<file path="src/rtl/apb_slave_regs_if.sv">
// APB completer-side bus bundle for apb_slave_regs.
//   psel/penable/paddr/pwrite/pwdata : driven by the APB requester (master modport)
//   prdata/pready/pslverr            : driven by the completer (slave modport)
//   pstrb                            : byte-lane write strobes, present only when
//                                      APB_SLV_PSTRB_EN is defined
interface apb_slave_regs_if #(
    parameter int unsigned ADDR_WIDTH = 12,
    parameter int unsigned DATA_WIDTH = 32
) ();
    logic                    psel;
    logic                    penable;
    logic [ADDR_WIDTH-1:0]   paddr;
    logic                    pwrite;
    logic [DATA_WIDTH-1:0]   pwdata;
    logic [DATA_WIDTH-1:0]   prdata;
    logic                    pready;
    logic                    pslverr;
`ifdef APB_SLV_PSTRB_EN
    logic [DATA_WIDTH/8-1:0] pstrb;

    modport master (
        output psel, penable, paddr, pwrite, pwdata, pstrb,
        input  prdata, pready, pslverr
    );
    modport slave (
        input  psel, penable, paddr, pwrite, pwdata, pstrb,
        output prdata, pready, pslverr
    );
`else
    modport master (
        output psel, penable, paddr, pwrite, pwdata,
        input  prdata, pready, pslverr
    );
    modport slave (
        input  psel, penable, paddr, pwrite, pwdata,
        output prdata, pready, pslverr
    );
`endif
endinterface

</file>
<file path="src/rtl/apb_slave_regs.sv">
// APB completer register bank with programmable wait states.
// Register 0 is a read-only ID; registers 1..NUM_REGS-1 are read/write.
// Illegal accesses (misaligned, out of range, write to ID) answer with pslverr.
// Optional feature macro: APB_SLV_PSTRB_EN adds per-byte write strobes (apb.pstrb).
// Ports:
//   hclk     : clock
//   hreset_n : asynchronous active-low reset
//   apb      : APB completer bus (slave modport of apb_slave_regs_if)
//   reg_out  : flat register contents, reg k at [k*DATA_WIDTH +: DATA_WIDTH]
module apb_slave_regs #(
    parameter int unsigned           DATA_WIDTH  = 32,
    parameter int unsigned           ADDR_WIDTH  = 12,
    parameter int unsigned           NUM_REGS    = 8,
    parameter int unsigned           WAIT_CYCLES = 1,
    parameter logic [DATA_WIDTH-1:0] ID_VALUE    = 32'hA2B0_0001
) (
    input  logic                           hclk,
    input  logic                           hreset_n,
    apb_slave_regs_if.slave                apb,
    output logic [NUM_REGS*DATA_WIDTH-1:0] reg_out
);
    localparam int unsigned IdxW  = ADDR_WIDTH - 2;
    localparam int unsigned StrbW = DATA_WIDTH / 8;

    typedef enum logic [1:0] {StIdle, StWait, StReady} state_e;

    state_e                state_q, state_d;
    logic [3:0]            cnt_q, cnt_d;
    logic [ADDR_WIDTH-1:0] addr_q, addr_d;
    logic                  write_q, write_d;
    logic [DATA_WIDTH-1:0] wdata_q, wdata_d;
    logic                  pready_q, pready_d;
    logic                  pslverr_q, pslverr_d;
    logic [DATA_WIDTH-1:0] prdata_q, prdata_d;
    logic [StrbW-1:0]      wr_strb;
    logic                  commit;

    logic [DATA_WIDTH-1:0] regs_q [NUM_REGS-1:1];
    logic [DATA_WIDTH-1:0] rf     [NUM_REGS];

    logic [IdxW-1:0]       idx_d, idx_q;
    logic [DATA_WIDTH-1:0] rd_val;
    logic                  hit, err;

`ifdef APB_SLV_PSTRB_EN
    logic [StrbW-1:0] strb_q, strb_d;
    assign wr_strb = strb_q;
`else
    assign wr_strb = '1;
`endif

    // Register file view: slot 0 is the constant ID, the rest are flops.
    always_comb begin
        rf[0] = ID_VALUE;
        for (int k = 1; k < NUM_REGS; k++) rf[k] = regs_q[k];
    end

    for (genvar g = 0; g < NUM_REGS; g++) begin : g_reg_out
        assign reg_out[g*DATA_WIDTH +: DATA_WIDTH] = rf[g];
    end

    // Decode works on the next-cycle address so that a zero-wait transfer can
    // load prdata/pslverr straight from the setup phase.
    assign idx_d = addr_d[ADDR_WIDTH-1:2];
    assign idx_q = addr_q[ADDR_WIDTH-1:2];

    always_comb begin
        rd_val = '0;
        hit    = 1'b0;
        for (int k = 0; k < NUM_REGS; k++) begin
            if (idx_d == IdxW'(k)) begin
                rd_val = rf[k];
                hit    = 1'b1;
            end
        end
        err = (addr_d[1:0] != 2'b00) || !hit || (write_d && idx_d == '0);
    end

    always_comb begin
        state_d = state_q;
        cnt_d   = cnt_q;
        addr_d  = addr_q;
        write_d = write_q;
        wdata_d = wdata_q;
`ifdef APB_SLV_PSTRB_EN
        strb_d  = strb_q;
`endif
        commit  = 1'b0;

        unique case (state_q)
            StIdle: begin
                // penable without a preceding setup phase is ignored.
                if (apb.psel && !apb.penable) begin
                    addr_d  = apb.paddr;
                    write_d = apb.pwrite;
                    wdata_d = apb.pwdata;
`ifdef APB_SLV_PSTRB_EN
                    strb_d  = apb.pstrb;
`endif
                    cnt_d   = 4'(WAIT_CYCLES);
                    state_d = (WAIT_CYCLES == 0) ? StReady : StWait;
                end
            end
            StWait: begin
                if (!apb.psel) begin
                    cnt_d   = '0;
                    state_d = StIdle;
                end else begin
                    cnt_d = cnt_q - 4'd1;
                    if (cnt_q == 4'd1) state_d = StReady;
                end
            end
            StReady: begin
                commit  = apb.psel && apb.penable && write_q && !pslverr_q;
                cnt_d   = '0;
                state_d = StIdle;
            end
            default: state_d = StIdle;
        endcase

        pready_d  = (state_d == StReady);
        pslverr_d = pready_d && err;
        prdata_d  = (pready_d && !err && !write_d) ? rd_val : '0;
    end

    always_ff @(posedge hclk or negedge hreset_n) begin
        if (!hreset_n) begin
            state_q   <= StIdle;
            cnt_q     <= '0;
            addr_q    <= '0;
            write_q   <= 1'b0;
            wdata_q   <= '0;
            pready_q  <= 1'b0;
            pslverr_q <= 1'b0;
            prdata_q  <= '0;
`ifdef APB_SLV_PSTRB_EN
            strb_q    <= '0;
`endif
        end else begin
            state_q   <= state_d;
            cnt_q     <= cnt_d;
            addr_q    <= addr_d;
            write_q   <= write_d;
            wdata_q   <= wdata_d;
            pready_q  <= pready_d;
            pslverr_q <= pslverr_d;
            prdata_q  <= prdata_d;
`ifdef APB_SLV_PSTRB_EN
            strb_q    <= strb_d;
`endif
        end
    end

    always_ff @(posedge hclk or negedge hreset_n) begin
        if (!hreset_n) begin
            for (int k = 1; k < NUM_REGS; k++) regs_q[k] <= '0;
        end else if (commit) begin
            for (int k = 1; k < NUM_REGS; k++) begin
                if (idx_q == IdxW'(k)) begin
                    for (int b = 0; b < StrbW; b++) begin
                        if (wr_strb[b]) regs_q[k][b*8 +: 8] <= wdata_q[b*8 +: 8];
                    end
                end
            end
        end
    end

    assign apb.prdata  = prdata_q;
    assign apb.pready  = pready_q;
    assign apb.pslverr = pslverr_q;
endmodule

</file>
<file path="src/flat_wrapper.sv">
// flat-port wrapper written by rule: the top's interface ports become plain ports
module apb_slave_regs_flat 
#(
    parameter int unsigned           DATA_WIDTH  = 32,
    parameter int unsigned           ADDR_WIDTH  = 12,
    parameter int unsigned           NUM_REGS    = 8,
    parameter int unsigned           WAIT_CYCLES = 1,
    parameter logic [DATA_WIDTH-1:0] ID_VALUE    = 32'hA2B0_0001
)
  (hclk, hreset_n, reg_out, apb_psel, apb_penable, apb_paddr, apb_pwrite, apb_pwdata, apb_prdata, apb_pready, apb_pslverr);
  apb_slave_regs_if #(.ADDR_WIDTH(ADDR_WIDTH), .DATA_WIDTH(DATA_WIDTH)) apb_i ();
  input  logic hclk;
  input  logic hreset_n;
  output logic [NUM_REGS*DATA_WIDTH-1:0] reg_out;
  input wire logic [$bits(apb_i.psel)-1:0] apb_psel;
  input wire logic [$bits(apb_i.penable)-1:0] apb_penable;
  input wire logic [$bits(apb_i.paddr)-1:0] apb_paddr;
  input wire logic [$bits(apb_i.pwrite)-1:0] apb_pwrite;
  input wire logic [$bits(apb_i.pwdata)-1:0] apb_pwdata;
  output wire logic [$bits(apb_i.prdata)-1:0] apb_prdata;
  output wire logic [$bits(apb_i.pready)-1:0] apb_pready;
  output wire logic [$bits(apb_i.pslverr)-1:0] apb_pslverr;
  assign apb_i.psel = apb_psel;
  assign apb_i.penable = apb_penable;
  assign apb_i.paddr = apb_paddr;
  assign apb_i.pwrite = apb_pwrite;
  assign apb_i.pwdata = apb_pwdata;
  assign apb_prdata = apb_i.prdata;
  assign apb_pready = apb_i.pready;
  assign apb_pslverr = apb_i.pslverr;
  apb_slave_regs #(.DATA_WIDTH(DATA_WIDTH), .ADDR_WIDTH(ADDR_WIDTH), .NUM_REGS(NUM_REGS), .WAIT_CYCLES(WAIT_CYCLES), .ID_VALUE(ID_VALUE)) u_core (.hclk(hclk), .hreset_n(hreset_n), .apb(apb_i), .reg_out(reg_out));
endmodule
</file>
<file path="config.mk">
export PLATFORM = sky130hd
export DESIGN_NAME = apb_slave_regs_flat
export DESIGN_NICKNAME = d
export VERILOG_FILES = /design/src/rtl/apb_slave_regs_if.sv /design/src/rtl/apb_slave_regs.sv /design/src/flat_wrapper.sv
export SDC_FILE = /design/constraint.sdc
export NUM_CORES = 1
export LEC_CHECK = 0
export ABC_AREA = 1
export BUFFER_PORTS_ARGS = -buffer_cell sky130_fd_sc_hd__buf_2
export CAP_MARGIN = 0
export CORE_ASPECT_RATIO = 0.6
export CORE_MARGIN = 2
export CORE_UTILIZATION = 55
export CTS_BUF_LIST = sky130_fd_sc_hd__clkbuf_8
export CTS_CLUSTER_SIZE = 25
export DETAILED_ROUTE_END_ITERATION = 7
export PLACE_DENSITY = 0.82
export SLEW_MARGIN = 20
export SYNTH_ARGS = -nofsm -noshare
export SYNTH_HDL_FRONTEND = slang
export SYNTH_SLANG_ARGS = --single-unit
</file>
<file path="constraint.sdc">
create_clock -name hclk -period 4.2 [get_ports hclk]
set_input_delay 0.63 -clock hclk [delete_from_list [all_inputs] [get_ports hclk]]
set_output_delay 0.63 -clock hclk [all_outputs]
set_load 0.005 [all_outputs]
</file>
-- Word level (Yosys, flattened, before mapping)
Index checks and enable logic that the tools add are counted.
- flip-flop bits (word level): 309
- output and inout bits: 290
- reduce and logical (&&, ||, !) cells: 28
- $add $sub $neg: 1
- equality and inequality tests: 19
- mux-type cells: 29
- operator list (operator ; count):
    2-to-1 mux 32 bit ; 9
    == test 10 x 3 -> 1 bit (second input constant) ; 8
    == test 10 x 2 -> 1 bit (second input constant) ; 4
    2-to-1 mux 12 bit ; 2
    == test 10 x 1 -> 1 bit (second input constant) ; 2
    AND reduction 2 bit ; 9
    case mux 4 bit (3 select lines) ; 1
    2-to-1 mux 1 bit ; 11
    logical NOT 10 bit ; 1
    logical AND 1 bit ; 8
    2-to-1 mux 4 bit ; 2
    2-to-1 mux 2 bit ; 3
    logical NOT 1 bit ; 5
    == test 2 bit (second input constant) ; 2
    == test 4 x 1 -> 1 bit (second input constant) ; 1
    case mux 2 bit (2 select lines) ; 1
    subtractor 4 x 1 -> 4 bit (second input constant) ; 1
    nonzero test 3 bit ; 1
    == test 2 x 1 -> 1 bit (second input constant) ; 1
    logical NOT 2 bit ; 1
    logical OR 1 bit ; 2
    != test 2 x 1 -> 1 bit (second input constant) ; 1
    nonzero test 2 bit ; 1

-- Depth between registers and ports, before layout
Gate-level depths: netlist of the first run.
- depth after elaboration: 20
- mapped depth: 19
- depth with buffers taken out: 17

-- Worst setup path before layout of the first run
No wires, ideal clock.
- path type: reg-to-reg
- start: register u_core.state_q[1]
- end: register u_core.prdata_q[0] (netlist: u_core.apb.prdata[0])
- data arrival time: 2.218 ns
- required time: 4.081 ns
- buffers on the path: 3
- cell stages (with the launch flop): 15
- path slack: 1.863 ns
- setup time: 0.119 ns
- path through: dfrtp_1 > inv_1 > ha_1 > buf_6 > nand3_4 > buf_6 > o21ai_0 > nand3_1 > nor2_4 > nand2_4 > o21a_1 > nand3_4 > buf_6 > o21bai_1 > nor2_1
- longest elaborated chain between the ends: 18
- elaborated cells between the ends (all ways): 43
- classes of those cells: 9 x eq/ne; 23 x mux; 11 x reduce/logical
- RTL lines (item ; RTL line ; text):
    start: declaration ; apb_slave_regs.sv:27 ; state_e state_q, state_d;
    start signal: assignment ; apb_slave_regs.sv:128 ; state_q <= StIdle;
    start signal: assignment ; apb_slave_regs.sv:140 ; state_q <= state_d;
    logical NOT 2 bit ; apb_slave_regs.sv:90 ; unique case (state_q)
    2-to-1 mux 12 bit ; apb_slave_regs.sv:90 ;
    logical NOT 10 bit ; apb_slave_regs.sv:71, apb_slave_regs.sv:76 ;
    2-to-1 mux 1 bit (8 in series) ; apb_slave_regs.sv:71 ; if (idx_d == IdxW'(k)) begin
    logical NOT 1 bit ; apb_slave_regs.sv:76 ; err = (addr_d[1:0] != 2'b00) || !hit || (write_d && idx_d == '0);
    logical OR 1 bit (2 in series) ; apb_slave_regs.sv:76 ;
    logical NOT 1 bit ; apb_slave_regs.sv:123 ; prdata_d = (pready_d && !err && !write_d) ? rd_val : '0;
    logical AND 1 bit (2 in series) ; apb_slave_regs.sv:123 ;
    2-to-1 mux 32 bit (*) ; apb_slave_regs.sv:123 ;
    named net u_core.prdata_d[0] ; apb_slave_regs.sv:34 ; logic [DATA_WIDTH-1:0] prdata_q, prdata_d;
    end signal: assignment ; apb_slave_regs.sv:147 ; prdata_q <= prdata_d;
    end: declaration ; apb_slave_regs.sv:34 ;
Mark *: on every way through the listed nets, which the timed path passes. The rest lies on a longest branch.
A chain may end at the register's enable or synchronous reset.

-- Worst setup path in the final report of the first run
- start: register u_core.state_q[0]
- end: register u_core.prdata_q[24] (netlist: u_core.apb.prdata[24])
Same word-level chain as after synthesis.

==> impl_metrics.ini, run 1 <==
[logic_synthesis]
synth_top_area_share_pct = 56.9
synthTopCellsByArea = dfrtp_1 (57%), nand2_1 (14%), o21ai_0 (10%)
syn-cell-area_um2 = 13600
synth_edf_count = 0
avgSynthCellArea_um2 = 8.70
yosysMostFrequentCell = nand2_1
synth_top_cell_by_area = dfrtp_1
synth.top_cells.by_count = nand2_1 (510), dfrtp_1 (309), o21ai_0 (274), inv_1 (84), a21oi_1 (61)
syn_inst = 1561
synth.distinct_cells = 39
async_flop_share_pct = 100
yosys_register_bits = 309
ys.flop_type = dfrtp_1
yosysWarningCount = 0
ys_seq_area_share_pct = 56.9

[clock_network]
cts_made_buffers = 45
clock_latency_ns = 0.58
cts_tree = yes
ctsRootBufferMaster = clkbuf_8
clkTransAtPathRegs_ns = 0.07
holdBufCountCts = 0
htree_levels = 2
cts_resized = 0
cts_buffer_depth = 3
cts.sinks = 309
post_cts_buffers = 0

[routing]
wl_per_cell_um = 19.9
num_vias = 12500
vias_per_cell = 5.63
drt_wl_total_mm = 44.0
drc = 0
drt_first_pass_iters = 6
drtIter0Drc = 1364
detail-route-antenna-nets = 0

[sta]
fin_skew_ns = 0.0237
hold_ws_ns = 0.169
rsz0062_at_grt = false
hold_violations = 0
setup_tns_ns = 0
tightest_slew_ns = 1.11
fin_crit_ns = 3.86
slew_viol_final = 0
worst_slack_ns = 0.343
finalCritPeriodShare_pct = 91.8
max_freq_mhz = 259
relSlewSlack_pct = 26.2
setup_violations = 0

[floorplan]
die_y_um = 126
dieArea_um2 = 26000
core_area_um2 = 24200
pin_count = 339
die_w_um = 207
start_util_pct = 56.1
row_count = 44

[power]
p_per_area_nw_per_um2 = 452
total_power_mw = 7.33
leakagePower_nw = 8.57
vdd_ir_drop_max_mv = 0.293

[finish]
final.fill_count = 2008
drive_above_1_share_pct = 23.8
synthToLayoutAreaGrowth_pct = 19.4
layout.nets = 1911
diodes = 0
fin_util_pct = 67.0

[run_status]
status = finished, final reports clean

[place]
dpl.hpwl_mm = 29.0
place_ws_ns = 0.429
gp_congestion = 0.897
numPortBuffers = 306

[global_route]
grt_pass1_wl_mm = 66.8
grt_overflow_total = 0
first_global_vias = 11700
track_usage_pct = 33.7
grt_max_degree = 127
antenna_found_initial = 0

[setup_path]
critPathCaptureType = flop
cp.required_ns = 4.69
cp-start-kind = flop
critPathArrivalTime_ns = 4.34
critPathMaxFanout = 32
critical_path_class = reg -> reg

[worst_hold_path]
min_path_type = in -> async

[flow_run]
drv_cap = 0
==> stage by stage <==
step,std cells,area (um^2)
2_1_floorplan,1591,13700
3_3_place_gp,2131,15300
3_5_place_dp,2131,15300
4_1_cts,2213,16200
5_1_grt,2213,16200
6_report,2213,16200
==> layout make-up <==
| cell class | count | area, um^2 | share of cell area [%] |
|---|---|---|---|
| Tap cell | 322 | 403 | 2.48 |
| Clock buffer | 56 | 771 | 4.75 |
| Clock inverter | 26 | 186 | 1.15 |
| Multi-Input combinational cell | 1077 | 5030 | 31.0 |
| Inverter | 92 | 345 | 2.13 |
| Timing Repair Buffer | 331 | 1750 | 10.8 |
| Sequential cell | 309 | 7730 | 47.7 |
==> power breakdown <==
group	total, mW	internal [mW]	switching, mW
registers	3.35	3.23	0.119
logic	1.42	0.332	1.09
clock network	2.56	1.39	1.17
total	7.33	4.95	2.38
==> per-layer routing <==
metal | vias up | wire length, um | track usage, % | part of all wire [%]
li1 | 5573 | - | - | -
met1 | 5956 | 17900 | 48.2 | 41
met2 | 797 | 19200 | 49.2 | 44
met3 | 134 | 5340 | 9.14 | 12
met4 | 0 | 1620 | 13.6 | 3.7
met5 | - | 0 | 0 | 0
==> cells by family (layout without fill, tap and decap cells) <==
| group | Yosys count | count (layout) | share of synthesized area [%] |
|---|---|---|---|
| AO/OA/AOI/OAI | 377 | 377 | 14.7 |
| XOR/XNOR | 2 | 2 | 0.129 |
| adder cells (fa/ha/maj) | 6 | 6 | 0.553 |
| buffers and inverters | 205 | 505 | 7.22 |
| flip-flops | 309 | 309 | 56.9 |
| multiplexers | 1 | 1 | 0.0737 |
| other | 2 | 32 | 0.0553 |
| AND/OR/NAND/NOR | 659 | 659 | 20.4 |
==> flip-flops by register name (all words and copies together), names as in the netlist <==
name / cells
u_core.reg_out: 224
u_core.apb.prdata: 32
u_core.wdata_q: 32
u_core.addr_q: 12
u_core.cnt_q: 4
u_core.state_q: 2
u_core.apb.pready: 1
u_core.apb.pslverr: 1
u_core.write_q: 1
==> placed cells by master, fill, tap and decap left out, types with 11 or more instances in the layout <==
cell type and instances:
buf_4 23, nand2_1 510, buf_2 305, or2_2 11
o21ai_0 274, dfrtp_1 309, inv_1 102, nand3_1 30
conb_1 32, clkbuf_8 56, nor2_1 53, o21bai_1 25
a21oi_1 61
==> final timing paths <==
kind / start / to / slack, ns / cells past startpoint
min: hreset_n / u_core.cnt_q[0] / 0.17 / 1
max in group asynchronous: hreset_n / u_core.reg_out[45] / 3.04 / 2
max: u_core.state_q[0] / u_core.apb.prdata[24] / 0.34 / 11
max reg2reg: u_core.state_q[0] / u_core.apb.prdata[24] / 0.34 / 11
min in group hclk: apb_pwdata[9] / u_core.wdata_q[9] / 0.26 / 3
min reg2reg: u_core.addr_q[1] / u_core.addr_q[1] / 0.48 / 2
==> critical path, stage by stage (launching register included) <==
cell and delay, ns:
dfrtp_1 0.42, inv_1 0.10, ha_1 0.36, nand3_4 0.30, o21ai_4 0.49, inv_2 0.25
nor3_2 0.24, nand2_2 0.27, nand4_2 0.26, nand3_4 0.50, o21bai_1 0.36, a21oi_1 0.19
(Power assumes the default switching activity.)
==> run 2: changes to the inputs <==
PLACE_DENSITY = not set   (was 0.82)
PLACE_DENSITY_LB_ADDON = 0.2   (was not set)
==> run 2 against run 1 <==
  * Sequential share of layout area increased by 0.14 points
  * Setup slack improved by 0.095 ns
  * First-iteration DRC count decreased by 10%
  * Critical endpoint is now u_core.apb.prdata[10]
==> impl_metrics.ini, run 2 (synthesis gave the netlist of run 1 again) <==
[setup_path]
critical_path_class = reg -> reg
critPathCaptureType = flop
critPathArrivalTime_ns = 4.25
cp.required_ns = 4.69
critPathMaxFanout = 32
cp-start-kind = flop

[global_route]
grt_overflow_total = 0
track_usage_pct = 33.4
first_global_vias = 11500
grt_pass1_wl_mm = 66.0
antenna_found_initial = 0
grt_max_degree = 121

[flow_run]
drv_cap = 0

[finish]
fin_cells = 2208
final_cell_mix = nand2_1 (510), dfrtp_1 (309), buf_2 (305), o21ai_0 (274), inv_1 (98)
diodes = 0
drive_above_1_share_pct = 23.9
layout.nets = 1907
synthToLayoutAreaGrowth_pct = 19.1
largest_register_ffs = 224
fin_area_um2 = 16200
mostFrequentLayoutCell = nand2_1

[sta]
rsz0062_at_grt = false
fin_skew_ns = 0.0274
max_freq_mhz = 266
fin_crit_ns = 3.76
slew_viol_final = 0
setup_tns_ns = 0
setup_violations = 0
tightest_slew_ns = 1.13
relSlewSlack_pct = 24.3
hold_violations = 0
finalCritPeriodShare_pct = 89.6

[routing]
detail-route-antenna-nets = 0
drt_first_pass_iters = 5
wl_per_cell_um = 19.6
drt_wl_total_mm = 43.3
drc = 0
drtIter0Drc = 1226
num_vias = 12200
vias_per_cell = 5.53

[clock_network]
clock_latency_ns = 0.59
ctsRootBufferMaster = clkbuf_8
htree_levels = 2
cts_buffer_depth = 3
cts_made_buffers = 45
post_cts_buffers = 0
cts_resized = 0
clkTransAtPathRegs_ns = 0.07
holdBufCountCts = 0
cts.sinks = 309
cts_tree = yes

[power]
p_per_area_nw_per_um2 = 447
vdd_ir_drop_max_mv = 0.335
leakagePower_nw = 8.53

[floorplan]
dieArea_um2 = 26000
die_y_um = 126
pin_count = 339
row_count = 44
core_area_um2 = 24200
die_w_um = 207
start_util_pct = 56.1

[worst_hold_path]
min_path_type = in -> async

[run_status]
status = finished, final reports clean

[place]
dpl.hpwl_mm = 28.4
place_area_um2 = 15300
numPortBuffers = 306
dp.cells = 2127
gp_congestion = 0.888
==> run 2: cell types whose count changed in the layout (fill, tap and decap cells not counted), sizes merged <==
cell | previous run | this run
buf | 331 | 327
bufinv | 3 | 0
clkbuf | 56 | 61
clkinvlp | 0 | 1
inv | 110 | 106
==> run 2: area by class of cell <==
class / instances / area [um^2]
Clock buffer: 61 / 840
Fill cell: 2035 / 8040
Sequential cell: 309 / 7730
Multi-Input combinational cell: 1077 / 5030
Inverter: 92 / 345
Clock inverter: 20 / 88.8
Tap cell: 322 / 403
Timing Repair Buffer: 327 / 1740
==> run 2: worst paths after layout <==
check | from | end | slack, ns | cells after the start
worst min register to register | u_core.addr_q[0] | u_core.addr_q[0] | 0.48 | 2
worst min-delay path | hreset_n | u_core.cnt_q[2] | 0.12 | 1
min in group hclk | apb_pwdata[11] | u_core.wdata_q[11] | 0.26 | 3
max in group asynchronous | hreset_n | u_core.reg_out[43] | 2.96 | 2
worst max register to register | u_core.state_q[1] | u_core.apb.prdata[10] | 0.44 | 11
worst max-delay path | u_core.state_q[1] | u_core.apb.prdata[10] | 0.44 | 11
==> run 2: per-layer routing <==
metal / part of all wire [%] / vias up / global-route usage [%]
met2: 44 / 666 / 48.9
met3: 11 / 76 / 6.81
li1: - / 5573 / -
met5: 0 / - / 0
met4: 2.5 / 0 / 10.6
met1: 43 / 5887 / 50.3
==> run 2: critical path, cell delays in order, from the launching register on <==
cell and delay [ns]:
dfrtp_1 0.44, inv_1 0.11, ha_1 0.35, nand3_4 0.29, o21ai_4 0.47, inv_2 0.25, nor3_2 0.22, nand2_2 0.27
nand4_2 0.22, nand3_4 0.49, o21bai_1 0.37, a21oi_1 0.18
==> run 2: power by group <==
group	switching, mW	internal (mW)
clock	1.18	1.30
combinational	1.07	0.338
sequential	0.117	3.23
==> run 2: metrics by stage <==
stage | total power [mW] | setup slack [ns] | util, % | hold slack [ns]
floorplan | 4.33 | 1.86 | - | 0.334
global placement | 4.74 | 0.753 | 63.0 | 0.466
detailed placement | 4.78 | 0.610 | 63.0 | 0.467
CTS | 7.24 | 0.561 | 66.8 | 0.177
global route | 7.60 | 0.241 | 66.8 | 0.208
finish | 7.23 | 0.438 | 66.8 | 0.123
==> run 3: changes to the inputs <==
CORE_UTILIZATION = 51   (was 55)
==> run 3 against run 2 <==
  * Global-route usage down 2.9 points
  * Combinational power barely moved
  * Design area decreased by 0.82%
  * Register-to-register slack hardly changed
  * Total power is 3.9% lower
  * Via count is 1.9% lower
  * Wire length barely moved
  * Non-clock buffer count shrank 2
  * Cell count increased by 1.2%
  * Critical path type unchanged
  * Critical endpoint is now u_core.apb.prdata[18]
  * Largest cell class unchanged
==> impl_metrics.ini, run 3 (synthesis gave the netlist of run 1 again) <==
[sta]
fin_crit_ns = 3.77
finalCritPeriodShare_pct = 89.8
rsz0062_at_grt = false
fin_skew_ns = 0.0136
relSlewSlack_pct = 23.7
setup_violations = 0
setup_tns_ns = 0
max_freq_mhz = 265
hold_violations = 0
slew_viol_final = 0
tightest_slew_ns = 1.14

[power]
power_frac_seq_pct = 48.2
clockPowerShare_pct = 31.6
p_int_mw = 4.64
vdd_ir_drop_max_mv = 0.282
total_power_mw = 6.95
p_per_area_nw_per_um2 = 433
swShare_pct = 33.3
leakagePower_nw = 8.44
netSwitchingPower_mw = 2.31
combinationalPowerShare_pct = 20.2

[setup_path]
critPathCaptureType = flop
reg2reg_depth = 11
critPathArrivalTime_ns = 4.25
cp-start-kind = flop
critPathMaxFanout = 32
cp.required_ns = 4.68
critical_path_class = reg -> reg

[finish]
final.fill_count = 2343
largest_register_ffs = 224
drive_above_1_share_pct = 23.2
layout.nets = 1907
mostFrequentLayoutCell = nand2_1
final_cell_mix = nand2_1 (510), dfrtp_1 (309), buf_2 (305), o21ai_0 (274), inv_1 (102)
synthToLayoutAreaGrowth_pct = 18.1
multi_input_area_um2 = 5040
seqCellArea_um2 = 7730

[global_route]
first_global_vias = 11300
grt_max_degree = 108
grt_pass1_wl_mm = 65.4
track_usage_pct = 30.5
grt_overflow_total = 0
antenna_found_initial = 0

[clock_network]
clkTransAtPathRegs_ns = 0.06
htree_levels = 2
post_cts_buffers = 0
cts.sinks = 309
cts_resized = 0
cts_tree = yes
cts_made_buffers = 47
holdBufCountCts = 0
ctsRootBufferMaster = clkbuf_8
clock_latency_ns = 0.58
cts_buffer_depth = 3

[floorplan]
die_y_um = 130
row_count = 46
start_util_pct = 51.7
die_w_um = 215
core_area_um2 = 26300
pin_count = 339
dieArea_um2 = 28000

[place]
gp_congestion = 0.914
dpl.hpwl_mm = 28.0
numPortBuffers = 306

[routing]
detail-route-antenna-nets = 0
num_vias = 12000
drt_wl_total_mm = 43.3
drtIter0Drc = 1131
wl_per_cell_um = 19.4
drc = 0
vias_per_cell = 5.36
drt_first_pass_iters = 5

[flow_run]
drv_cap = 0

[worst_hold_path]
min_path_type = in -> async

[run_status]
status = finished, final reports clean
-- run 3: cell count changes in the layout (fill, tap and decap cells not counted) --
cell,previous run,this run
clkinv_2,4,1
nor3_1,9,8
buf_4,18,17
diode_2,0,1
clkbuf_8,61,50
nor3_2,6,7
inv_6,1,0
inv_1,98,102
buf_12,3,2
-- run 3: area by class of cell --
| type | instances | area share (%) |
|---|---|---|
| clock buffer | 50 | 4.29 |
| inverter | 92 | 2.15 |
| antenna | 1 | 0.0156 |
| multi-input combinational | 1077 | 31.4 |
| clock inverter | 20 | 0.499 |
| sequential | 309 | 48.2 |
| timing repair buffer | 325 | 10.7 |
| tap | 360 | 2.81 |
-- run 3: worst paths after layout --
path	from	endpoint	slack (ns)
worst max-delay path	u_core.state_q[1]	u_core.apb.prdata[18]	0.43
worst min-delay path	hreset_n	u_core.state_q[1]	0.12
max in group asynchronous	hreset_n	u_core.reg_out[239]	3.07
worst max register to register	u_core.state_q[1]	u_core.apb.prdata[18]	0.43
min in group hclk	apb_pwdata[6]	u_core.wdata_q[6]	0.26
worst min register to register	u_core.addr_q[0]	u_core.addr_q[0]	0.49
-- run 3: worst max-delay path: stages (launching register included) --
cell	delay [ns]
dfrtp_1	0.43
inv_1	0.10
ha_1	0.37
nand3_4	0.30
o21ai_4	0.45
inv_2	0.24
nor3_2	0.23
nand2_2	0.29
nand4_2	0.24
nand3_4	0.49
o21bai_1	0.36
a21oi_1	0.17
-- run 3: power groups by stage --
stage	clock network [mW]	logic, mW	registers, mW
floorplan	0	0.953	3.37
finish	2.20	1.41	3.35
detailed placement	0	1.39	3.40
global route	2.37	1.58	3.38
CTS	2.25	1.40	3.34
global placement	0	1.36	3.39
-- run 3: layer usage --
metal	global-route usage (%)	wire (um)
met5	0	0
met4	11.2	1300
met3	9.24	4370
met2	46.5	19200
met1	41.9	18400
-- run 3: metrics by stage --
stage / std cells / hold WS, ns / util, % / setup WS, ns / instance area [um^2]
final: 2234 / 0.119 / 61.0 / 0.430 / 16000
after global routing: 2233 / 0.171 / 61.0 / 0.151 / 16000
after CTS: 2233 / 0.122 / 61.0 / 0.492 / 16000
after detailed placement: 2163 / 0.465 / 58.1 / 0.552 / 15300
after global placement: 2163 / 0.462 / 58.1 / 0.757 / 15300
after floorplan: 1591 / 0.334 / - / 1.86 / 13700
